`config.mk`:
```
export PLATFORM = sky130hd
export DESIGN_NAME = dram_rd_pipe
export DESIGN_NICKNAME = d
export VERILOG_FILES = /design/src/rtl/dram_pkg.sv /design/src/rtl/dram_rd_pipe.sv
export SDC_FILE = /design/constraint.sdc
export NUM_CORES = 1
export LEC_CHECK = 0
export ABC_AREA = 1
export BUFFER_PORTS_ARGS = -buffer_cell sky130_fd_sc_hd__buf_4
export CORE_UTILIZATION = 55
export CTS_CLUSTER_SIZE = 12
export DETAILED_ROUTE_END_ITERATION = 12
export PLACE_DENSITY = 0.82
export SLEW_MARGIN = 25
export SYNTH_ARGS = -nofsm -noshare
export SYNTH_HDL_FRONTEND = slang
export SYNTH_SLANG_ARGS = --single-unit
export TNS_END_PERCENT = 30
```
`constraint.sdc`:
```
create_clock -name CK -period 1.4 [get_ports CK]
set_clock_uncertainty 0.15 [all_clocks]
set_input_delay 0.07 -clock CK [delete_from_list [all_inputs] [get_ports CK]]
set_output_delay 0.07 -clock CK [all_outputs]
set_load 0.01 [all_outputs]
```
`src/rtl/dram_pkg.sv`:
```
// dram_pkg: shared types and defaults for the cycle-based DRAM model.
// Holds the decoded command enum, the single-bank state enum, the read
// pipeline slot type, the default timing/geometry constants, and the pin
// decoder that turns the raw command strobes into a command.
package dram_pkg;

  // Default geometry and timing, in CK cycles.
  localparam int DEF_ROW_W = 11;
  localparam int DEF_COL_W = 10;
  localparam int DEF_CL    = 5;
  localparam int DEF_TRCD  = 3;
  localparam int DEF_TRP   = 3;

  localparam int DATA_W  = 32;
  localparam int LANES   = 4;

  typedef enum logic [2:0] {
    CMD_NOP = 3'd0,
    CMD_ACT = 3'd1,
    CMD_PRE = 3'd2,
    CMD_RD  = 3'd3,
    CMD_WR  = 3'd4
  } cmd_e;

  typedef enum logic {
    BANK_IDLE = 1'b0,
    BANK_OPEN = 1'b1
  } bank_state_e;

  // One entry of the read-latency pipeline.
  typedef struct packed {
    logic              valid;
    logic [DATA_W-1:0] data;
  } rd_slot_t;

  // Decode the sampled pins. Deselected cycles and unlisted encodings
  // both collapse to NOP; any partial write mask counts as a write.
  function automatic cmd_e decode_cmd(input logic       csn,
                                      input logic       rasn,
                                      input logic       casn,
                                      input logic [3:0] wen);
    cmd_e cmd;
    cmd = CMD_NOP;
    if (!csn) begin
      if (!rasn && casn && (wen == 4'hF))      cmd = CMD_ACT;
      else if (!rasn && casn && (wen == 4'h0)) cmd = CMD_PRE;
      else if (rasn && !casn && (wen == 4'hF)) cmd = CMD_RD;
      else if (rasn && !casn)                  cmd = CMD_WR;
    end
    return cmd;
  endfunction

endpackage

```
`src/rtl/dram_rd_pipe.sv`:
```
// dram_rd_pipe: CAS-latency delay line for read data.
// A snapshot entered at edge n travels CL-1 further stages and is then
// registered onto Q/VALID at edge n+CL, so VALID is high for exactly the
// cycle following that edge. Q keeps its last delivered value between
// pulses. The whole line clears asynchronously on RSTn so a reset drops
// every read still in flight.
module dram_rd_pipe
  import dram_pkg::*;
#(
  parameter int CL = DEF_CL
) (
  input  logic              CK,
  input  logic              RSTn,
  input  logic              in_valid,
  input  logic [DATA_W-1:0] in_data,
  output logic [DATA_W-1:0] Q,
  output logic              VALID
);

  rd_slot_t stage [CL];

  // Shift the read snapshots one stage per cycle; stage 0 takes the new read.
  // NOTE: sequential state uses non-blocking assignments so every stage
  // loads the value its neighbour held before this edge.
  always_ff @(posedge CK or negedge RSTn) begin
    if (!RSTn) begin
      for (int i = 0; i < CL; i++) begin
        stage[i] <= '0;
      end
    end else begin
      stage[0] <= '{valid: in_valid, data: in_data};
      for (int i = 1; i < CL; i++) begin
        stage[i] <= stage[i-1];
      end
    end
  end

  // Present the oldest stage on the pins; Q only changes on delivery.
  always_ff @(posedge CK or negedge RSTn) begin
    if (!RSTn) begin
      VALID <= 1'b0;
      Q     <= '0;
    end else begin
      VALID <= stage[CL-1].valid;
      if (stage[CL-1].valid) begin
        Q <= stage[CL-1].data;
      end
    end
  end

endmodule

```
=== After elaboration in Yosys (flattened, before gate mapping) ===
Index checks and enable logic that the tools add are counted.

* Bits in registers: 198
* Bits in latches: 0
* Bits in writable memories: 0
* Memory bits (read-only): 0
* Input port bits: 35
* Output and inout bits: 33
* Logic and storage cells: 12
* Memories: 0

* Add/sub/neg operators: 0
* Multipliers: 0
* Divide/modulo/power cells: 0
* $lt $le $gt $ge: 0
* Equal/unequal tests: 0
* Shifts and indexed selects: 0
* Multiplexer cells: 0
* Bitwise gates (word level): 0
* Reduce and logical (&&, ||, !) cells: 0

=== Depth between registers and ports, before layout ===
Gate-level depths: netlist of run 1.

* Depth in word-level cells: 0
* Depth in mapped cells: 5
* Depth with buffers taken out: 3

=== Least setup slack after synthesis of run 1 ===
No wires, ideal clock.

* Path type: flip-flop to flip-flop
* Start point: register stage[32] in the netlist's numbering
* End point: register Q[0]
* Library setup time: 0.117 ns
* Arrival time: 0.738 ns
* Required time: 1.133 ns
* Path slack: 0.395 ns
* Stages on the path, launching flop included: 5
* Path buffers: 2
* Clock period less this slack: 1.005 ns
* Path through: dfrtp_1 buf_6 clkbuf_8 nand2_1 nand2_1

{| class="wikitable"
|+ RTL lines
! what !! line !! RTL
|-
| from (decl) || dram_rd_pipe.sv:20 || <nowiki>rd_slot_t stage [CL];</nowiki>
|-
| from (signal, indexed assignment) || dram_rd_pipe.sv:33 || <nowiki>stage[i] <= stage[i-1];</nowiki>
|-
| to (signal assigned) || dram_rd_pipe.sv:46 || <nowiki>Q <= stage[CL-1].data;</nowiki>
|-
| to (decl) || dram_rd_pipe.sv:16 || <nowiki>output logic [DATA_W-1:0] Q,</nowiki>
|}

=== Worst setup path in the final report of run 1 ===
* Start point: register Q[3]
* End point: output Q[3]

No word-level cell between the ends.

==> results of run 1 <==
[cells in the mapped netlist]
cell                       number  area share (%)
sky130_fd_sc_hd__dfrtp_1      198              91
sky130_fd_sc_hd__nand2_1       86             5.9
sky130_fd_sc_hd__nand2_2       10             1.1
sky130_fd_sc_hd__buf_6          3            0.62
sky130_fd_sc_hd__clkbuf_8       3            0.76
sky130_fd_sc_hd__buf_12         1            0.37
sky130_fd_sc_hd__inv_8          1            0.21
[final timing paths]
kind | start | depth (start not counted) | end | slack [ps]
max in group asynchronous | RSTn | 4 | stage[73]$_DFF_PN0_ | 90
setup / recovery | Q[3]$_DFFE_PN0P_ | 1 | Q[3] | 80
setup reg to reg | stage[32]$_DFF_PN0_ | 3 | Q[8]$_DFFE_PN0P_ | 260
min in group asynchronous | RSTn | 3 | Q[17]$_DFFE_PN0P_ | 430
hold / removal | in_data[10] | 2 | stage[142]$_DFF_PN0_ | 40
hold reg to reg | stage[124]$_DFF_PN0_ | 0 | stage[91]$_DFF_PN0_ | 200
[registers in the layout, summed over array words and instances, names as in the netlist]
signal / cells
Q: 32
stage: 165
VALID: 1
[layout make-up]
type / count / share of cell area [%]
clock inverter: 15 / 2.634
inverter: 1 / 0.1591
clock buffer: 17 / 5.852
multi-input combinational: 96 / 5.446
sequential: 198 / 70.01
timing repair buffer: 109 / 13.61
tap: 129 / 2.281
[per-stage QoR]
step           cells  power [mW]  worst slack, ps  hold WS [ps]
2_1_floorplan    302       6.402            395.3        -375.6
3_5_place_dp     498       6.798            294.9        -126.5
5_1_grt          565       12.03            2.328         22.41
4_1_cts          565       11.70            50.46         12.61
6_report         565       11.58            79.38         39.79
3_3_place_gp     498       6.749            352.5        -137.1
[metal layers]
metal	share of wire, %	vias to the layer above	global-route usage, %
met5	0	-	0
met4	1.5	0	7.692
met3	3.6	11	5.452
met2	51	72	30.25
met1	44	1278	27.81
li1	-	1163	-
[power groups by stage]
stage	Sequential [mW]	Combinational, mW	Clock [mW]
global route	6.21	0.656	5.16
detailed placement	6.28	0.516	0
CTS	6.19	0.600	4.91
finish	6.18	0.590	4.81
floorplan	6.28	0.124	0
global placement	6.26	0.491	0
[timing repair]
item / CTS / global route
endpoints found under the setup margin: 0 / 36
buffers inserted: 0 / 0
hold endpoints to repair: 231 / 0
hold buffers: 35 / 0
resized for setup: 0 / 1
[logic make-up after synthesis]
group,Yosys count,synth area share [%]
DFF,198,90.97
and+or+nand+nor,96,7.076
buffers and inverters,8,1.953
==> results.txt, run 1 <==
The run finished with clean final reports. The area of all placed cells without fillers came out at 7077 um^2. After synthesis the cells add up to approximately 5400 um^2. The multi-input combinational cells in the finished layout cover a total of 385.4 um^2.

STA classifies the critical path startpoint as a flip-flop. The kind of path behind the tightest hold check is input pin to flip-flop. For this run, design rule violations remaining after detail routing come to 0. For the finished layout, the period the worst path requires is between 1000 and 1500 ps. The number of clock sinks came out at 198. TritonCTS built the clock tree. The post-detailed-route wirelength per cell is 15.49 um.

The count of boundary I/O pins is 68. The cell sitting at the root of the clock tree is a sky130_fd_sc_hd__clkbuf_8. The height of the die came out at 101.5 um.

The largest stage delay on the critical path is 420 ps. The first-pass GRT wire length is 14,520 um. The region available for standard cell placement spans 9415 um^2. For the worst setup path, the data arrival time is ~1100 ps. The count of unique library cells instantiated by Yosys came out at 7. In the layout the commonest cells are sky130_fd_sc_hd__dfrtp_1 (198), sky130_fd_sc_hd__nand2_1 (86), sky130_fd_sc_hd__buf_4 (69), sky130_fd_sc_hd__dlygate4sd3_1 (35), sky130_fd_sc_hd__clkbuf_16 (16). The weighted congestion at the end of routability-driven global placement came out at 0.6567. The largest individual stage delay along the critical path comes from the cell sky130_fd_sc_hd__dfrtp_1. The initial antenna violation count came to 0. The worst setup path is of the flip-flop to output pin kind. The violation count after the first detailed-routing iteration came out at 86. Using the TritonRoute via totals, the vias-per-cell ratio works out to between 4 and 5.

Measured on the finished design, the core utilization comes to between 70% and 80%. The final critical path takes up between 90% and 100% of the cycle. In the final layout, the share of cells above drive strength 1 is 26.83%. The largest fanout on the critical path is 2. The count of buffer and inverter cells on the critical path is 1. The sequential-to-total area share from yosys stat is 90.97%. Per report_power, the combinational group accounts for 5.1% of the total. The highest clock frequency the design can meet is approximately 760 MHz. The number of filler instances in the final layout came out at 518. The clock slew seen by the registers of the worst setup and hold paths came out at 70 ps.

Averaged over all synthesized cells, the footprint is between 15 and 20 um^2. The total overflow left after global routing is 0. The total CTS buffers is 17. Among cell families on the critical path, the largest total delay comes from flip-flops. The via count of the first global-routing pass came out at 2,839. The site row count came out at 35.

Cell internal power was estimated by the tool at 8.966 mW. The reported net switching power is approximately 2.6 mW. The static power due to leakage is 3.429 nW. The length of the first detailed-routing pass in iterations is 4. The count of port buffers added during placement is 67. The later pin in the worst-skew pair is clocked with a latency of 520 ps.

The number of nets with antenna violations after routing is 0. The final HPWL from detailed placement came out at around 4700 um. The power density of the placed cells came out at 1637 nW/um^2. The net count of the mapped netlist is 337. For this run, the post-layout net count is 458. The fraction of power spent switching nets is 22.59%. The relative contribution of the clock network to total power is 41.5%. The part of the power in registers came out at 53.4%. The longest clock path from root to sink contains 2 buffers.

STA classifies the critical path endpoint as an output pin. The repair_antennas step left the layout with diodes totalling 0. After detailed routing, the total wire length is 8753 um. The aggregate global-route resource usage came out at 19.81%. The library cell used most frequently in the layout, excluding fill and tap cells, is sky130_fd_sc_hd__dfrtp_1. The worst path required time is approximately 1200 ps.

Entering global routing, the biggest net connects 54 pins. The transition time at the pin with the least slew margin is between 300 and 400 ps. The critical path goes through buf_4. The detailed-route via count came out at approximately 2,500. In the final layout, flip-flops and latches occupy 4955 um^2. The number of hold-slack violations in the final timing report was 0.

The synthesized flop and latch total came out at 198. The post-synthesis instance total is 302. The maximum level of the CTS H-tree came out at 4. The die span in x is 101.5 um. The area after detailed placement is 6125 um^2. The number of max-cap violations came out at 0. During synthesis, Yosys emitted a total of 0 warnings. The die covers 10,300 um^2. The number of pins with negative max-slew slack in the final report came to 0. The worst voltage drop across the vdd grid is ~1.1 mV. Setup repair after global routing left no endpoint under its margin. The area growth from synthesis to layout came out at 29.93%. The initial utilization of the core area, before any placement, comes to 57.85%.

The setup-violating endpoint count in the final report came out at 0. The setup total negative slack came out at 0 ps. The headroom to the max-slew limit came out at between 70 and 80%.
Note: power is estimated with default switching activity, not from simulation.
==> inputs of run 2 (changes only) <==
--- a/config.mk
+++ b/config.mk
@@ -7,10 +7,13 @@
 export LEC_CHECK = 0
 export ABC_AREA = 1
 export BUFFER_PORTS_ARGS = -buffer_cell sky130_fd_sc_hd__buf_4
+export CAP_MARGIN = 15
 export CORE_UTILIZATION = 55
+export CTS_CLUSTER_DIAMETER = 60
 export CTS_CLUSTER_SIZE = 12
 export DETAILED_ROUTE_END_ITERATION = 12
 export PLACE_DENSITY = 0.82
+export SETUP_SLACK_MARGIN = 0.4
 export SLEW_MARGIN = 25
 export SYNTH_ARGS = -nofsm -noshare
 export SYNTH_HDL_FRONTEND = slang
==> run 2 against run 1 <==
The run now ends with hold timing left. Largest cell class unchanged. Power is 1.5% lower. Routed wire length grew 6.6%. Non-clock buffer count increased by 22. Largest power group unchanged. Sequential power about the same.
==> results.txt, run 2 (synthesized netlist as in run 1, its figures left out) <==
The wire length on met1 came out at 3907 um. In this run the top signal layer used is met4. The post-detailed-route wirelength per cell came out at 15.89 um. Wire segments on met2 add up to 4911 um in the final route. The setup slack after layout came out at 89.87 ps. The worst setup path is launched from a flip-flop. Counting tap cells, the placed design contains a total of approximately 500 instances. The flow ran to the end, but the final reports show violations. The setup-violating endpoint count in the final report is 0. The met3 wire length is 324 um. The number of nets with antenna violations after routing came out at 0. For this design the total switching power over the nets is 2.532 mW. The count of buffer and inverter cells on the critical path is 1.

Leaving out fill and tap cells, the most frequent cells in the layout are sky130_fd_sc_hd__dfrtp_1 (198), sky130_fd_sc_hd__nand2_1 (86), sky130_fd_sc_hd__buf_4 (67), sky130_fd_sc_hd__dlygate4sd3_1 (34), sky130_fd_sc_hd__buf_6 (25). For this run, the slowest stage of the critical path takes 420 ps. The initial antenna violation count came to 0. The pre-antenna-repair detailed-routing pass consisted of 4 iterations.

The HPWL after detailed placement is 4623 um. The first-pass GRT wire length is 14,770 um. The sequential standard cell area is 4955 um^2. In this run, flip-flops and latches consume 54.3% of the power. The final critical-path share of the clock period is 93.58%.

The number of pins with negative max-slew slack in the final report is 0. The site row count is 35. The transition time at the pin with the least slew margin is 406.4 ps. The library cell used most frequently in the layout, excluding fill and tap cells, is sky130_fd_sc_hd__dfrtp_1. The core utilization of the finished layout came out at 77.38%. On the critical path the largest part of the delay comes from flip-flops.

The largest fanout on the critical path came out at 2. The combined area of the multi-input logic cells is around 390 um^2. The average vias per placed instance is between 4 and 5. The headroom to the max-slew limit is 72.90%. The hold buffer count at CTS came out at 34.

STA classifies the critical path endpoint as an output pin. The number of non-filler instances in the completed layout came out at 587. The worst setup path is of the flip-flop to output pin kind. The worst slack after detailed placement came out at 273.7 ps. The DRC violation count after routing came out at 0. Setup repair after global routing could not meet its margin everywhere. The launch instance of the worst register-to-register path is stage[32]$_DFF_PN0_. The detailed-route via count is 2,676. 0 antenna diodes ended up in the layout. The violation count after the first detailed-routing iteration came out at 59. The highest clock frequency the design can meet came out at ~760 MHz. The setup slack of the most critical reg-to-reg path came out at 230 ps. The number of max-cap violations is 0. At the end of routability-driven placement, the weighted congestion stood at ~0.66. The worst register-to-register path ends at Q[9]$_DFFE_PN0P_. Clock tree synthesis selected as its root buffer the cell sky130_fd_sc_hd__clkbuf_8.

The worst voltage drop across the vdd grid is 1.114 mV. Overall power consumption after layout is estimated at 11.41 mW. The internal power summed over all cells is 8.880 mW. The clock tree from TritonCTS is built. The via count of the first global-routing pass is 2,944.

The share of total power dissipated in the clock network is 39.4%. The flip-flop count of the largest register after layout is 165. The count of boundary I/O pins is 68. The final layout contains routed wiring with a total length of 9328 um. The count of nets after finishing is 480. The number of clock sinks came out at slightly below 200.

The pin count of the biggest net entering global routing came out at 52. The die span in x came out at between 100 and 150 um. The number of filler instances in the final layout came out at 479. The static power due to leakage came out at 3.549 nW. The area of all placed cells without fillers is between 7000 and 8000 um^2. The slowest stage of the critical path is the sky130_fd_sc_hd__dfrtp_1 cell. The register with the most flip-flops in the final layout is stage.

The critical path goes through buf_6. Combinational logic burns between 6 and 7% of the power. The floorplan step defined a die boundary enclosing around 10,000 um^2. The count of port buffers added during placement came out at 67. In this run the vertical extent of the chip is 101.5 um. The core footprint is 9415 um^2. The number of hold-slack violations in the final timing report came out at 42.

The arrival time at the worst endpoint came out at 1090 ps. The largest registers in the layout are stage: 165 flops, Q: 32 flops, VALID: 1 flops. The effective utilization at floorplan came out at 57.85%. The worst-skew pair later-pin latency is 520 ps. The area growth from synthesis to layout is 33.77%. The setup total negative slack is 0 ps.

The proportion of layout cells with a drive suffix above 1 came out at 30.35%. The clock slew seen by the registers of the worst setup and hold paths is about 70 ps. The area after detailed placement came out at 6117 um^2. The clock period could shrink to 1310 ps. The worst-case reg-to-reg path depth is 3. The fraction of power spent switching nets came out at 22.19%. The maximum count of clock buffers along a single path is 2.

The final-layout worst hold slack came out at -100.9 ps. The power density of the placed cells came out at 1566 nW/um^2. The total CTS buffers came out at 17. The overall overflow remaining after global route came out at 0. In this run the worst hold path is classified as input pin to async pin. The maximum level of the CTS H-tree came out at 4. The aggregate global-route resource usage came out at about a fifth. The checks that failed: hold timing.

The worst path required time came out at around 1200 ps.
-- run 2: cell count changes in the layout (fill, tap and decap cells not counted), sizes merged --
cell / before / now
buf: 74 / 96
bufinv: 2 / 1
clkbuf: 17 / 20
clkinv: 4 / 6
dlygate4sd3: 35 / 34
inv: 8 / 5
-- run 2: what timing repair did --
action,4_1_cts,5_1_grt
endpoints found under the hold margin,231,42
gates resized for setup,18,7
setup endpoints to repair,66,66
setup buffers,13,11
pin swaps,0,0
-- run 2: area by class of cell --
| class | instances | area share (%) |
|---|---|---|
| clock buffers | 19 | 5.925 |
| clock inverters | 13 | 1.683 |
| inverters | 1 | 0.1546 |
| multi-input cells | 96 | 5.289 |
| flip-flops and latches | 198 | 68.01 |
| well taps | 129 | 2.215 |
| repair buffers | 131 | 16.73 |
-- run 2: how the worst max path moves through the flow --
stage                        startpoint                 to  cells past startpoint
finish                 Q[9]$_DFFE_PN0P_               Q[9]                      1
global route           Q[9]$_DFFE_PN0P_               Q[9]                      1
CTS                    Q[5]$_DFFE_PN0P_               Q[5]                      1
detailed placement  stage[32]$_DFF_PN0_  Q[25]$_DFFE_PN0P_                      3
global placement    stage[32]$_DFF_PN0_  Q[18]$_DFFE_PN0P_                      3
floorplan           stage[32]$_DFF_PN0_   Q[0]$_DFFE_PN0P_                      4
-- run 2: metal layers --
metal  GRT usage [%]  up-vias
met4           8.919        0
met3           7.315       15
met2           32.28       71
met1           26.60     1385
li1                -     1205
met5               0        -
-- run 2: power groups by stage --
stage	sequential [mW]	combinational (mW)	clock [mW]
finish	6.19	0.724	4.49
global route	6.22	0.797	4.85
CTS	6.19	0.679	4.58
detailed placement	6.28	0.514	0
global placement	6.26	0.492	0
floorplan	6.28	0.124	0
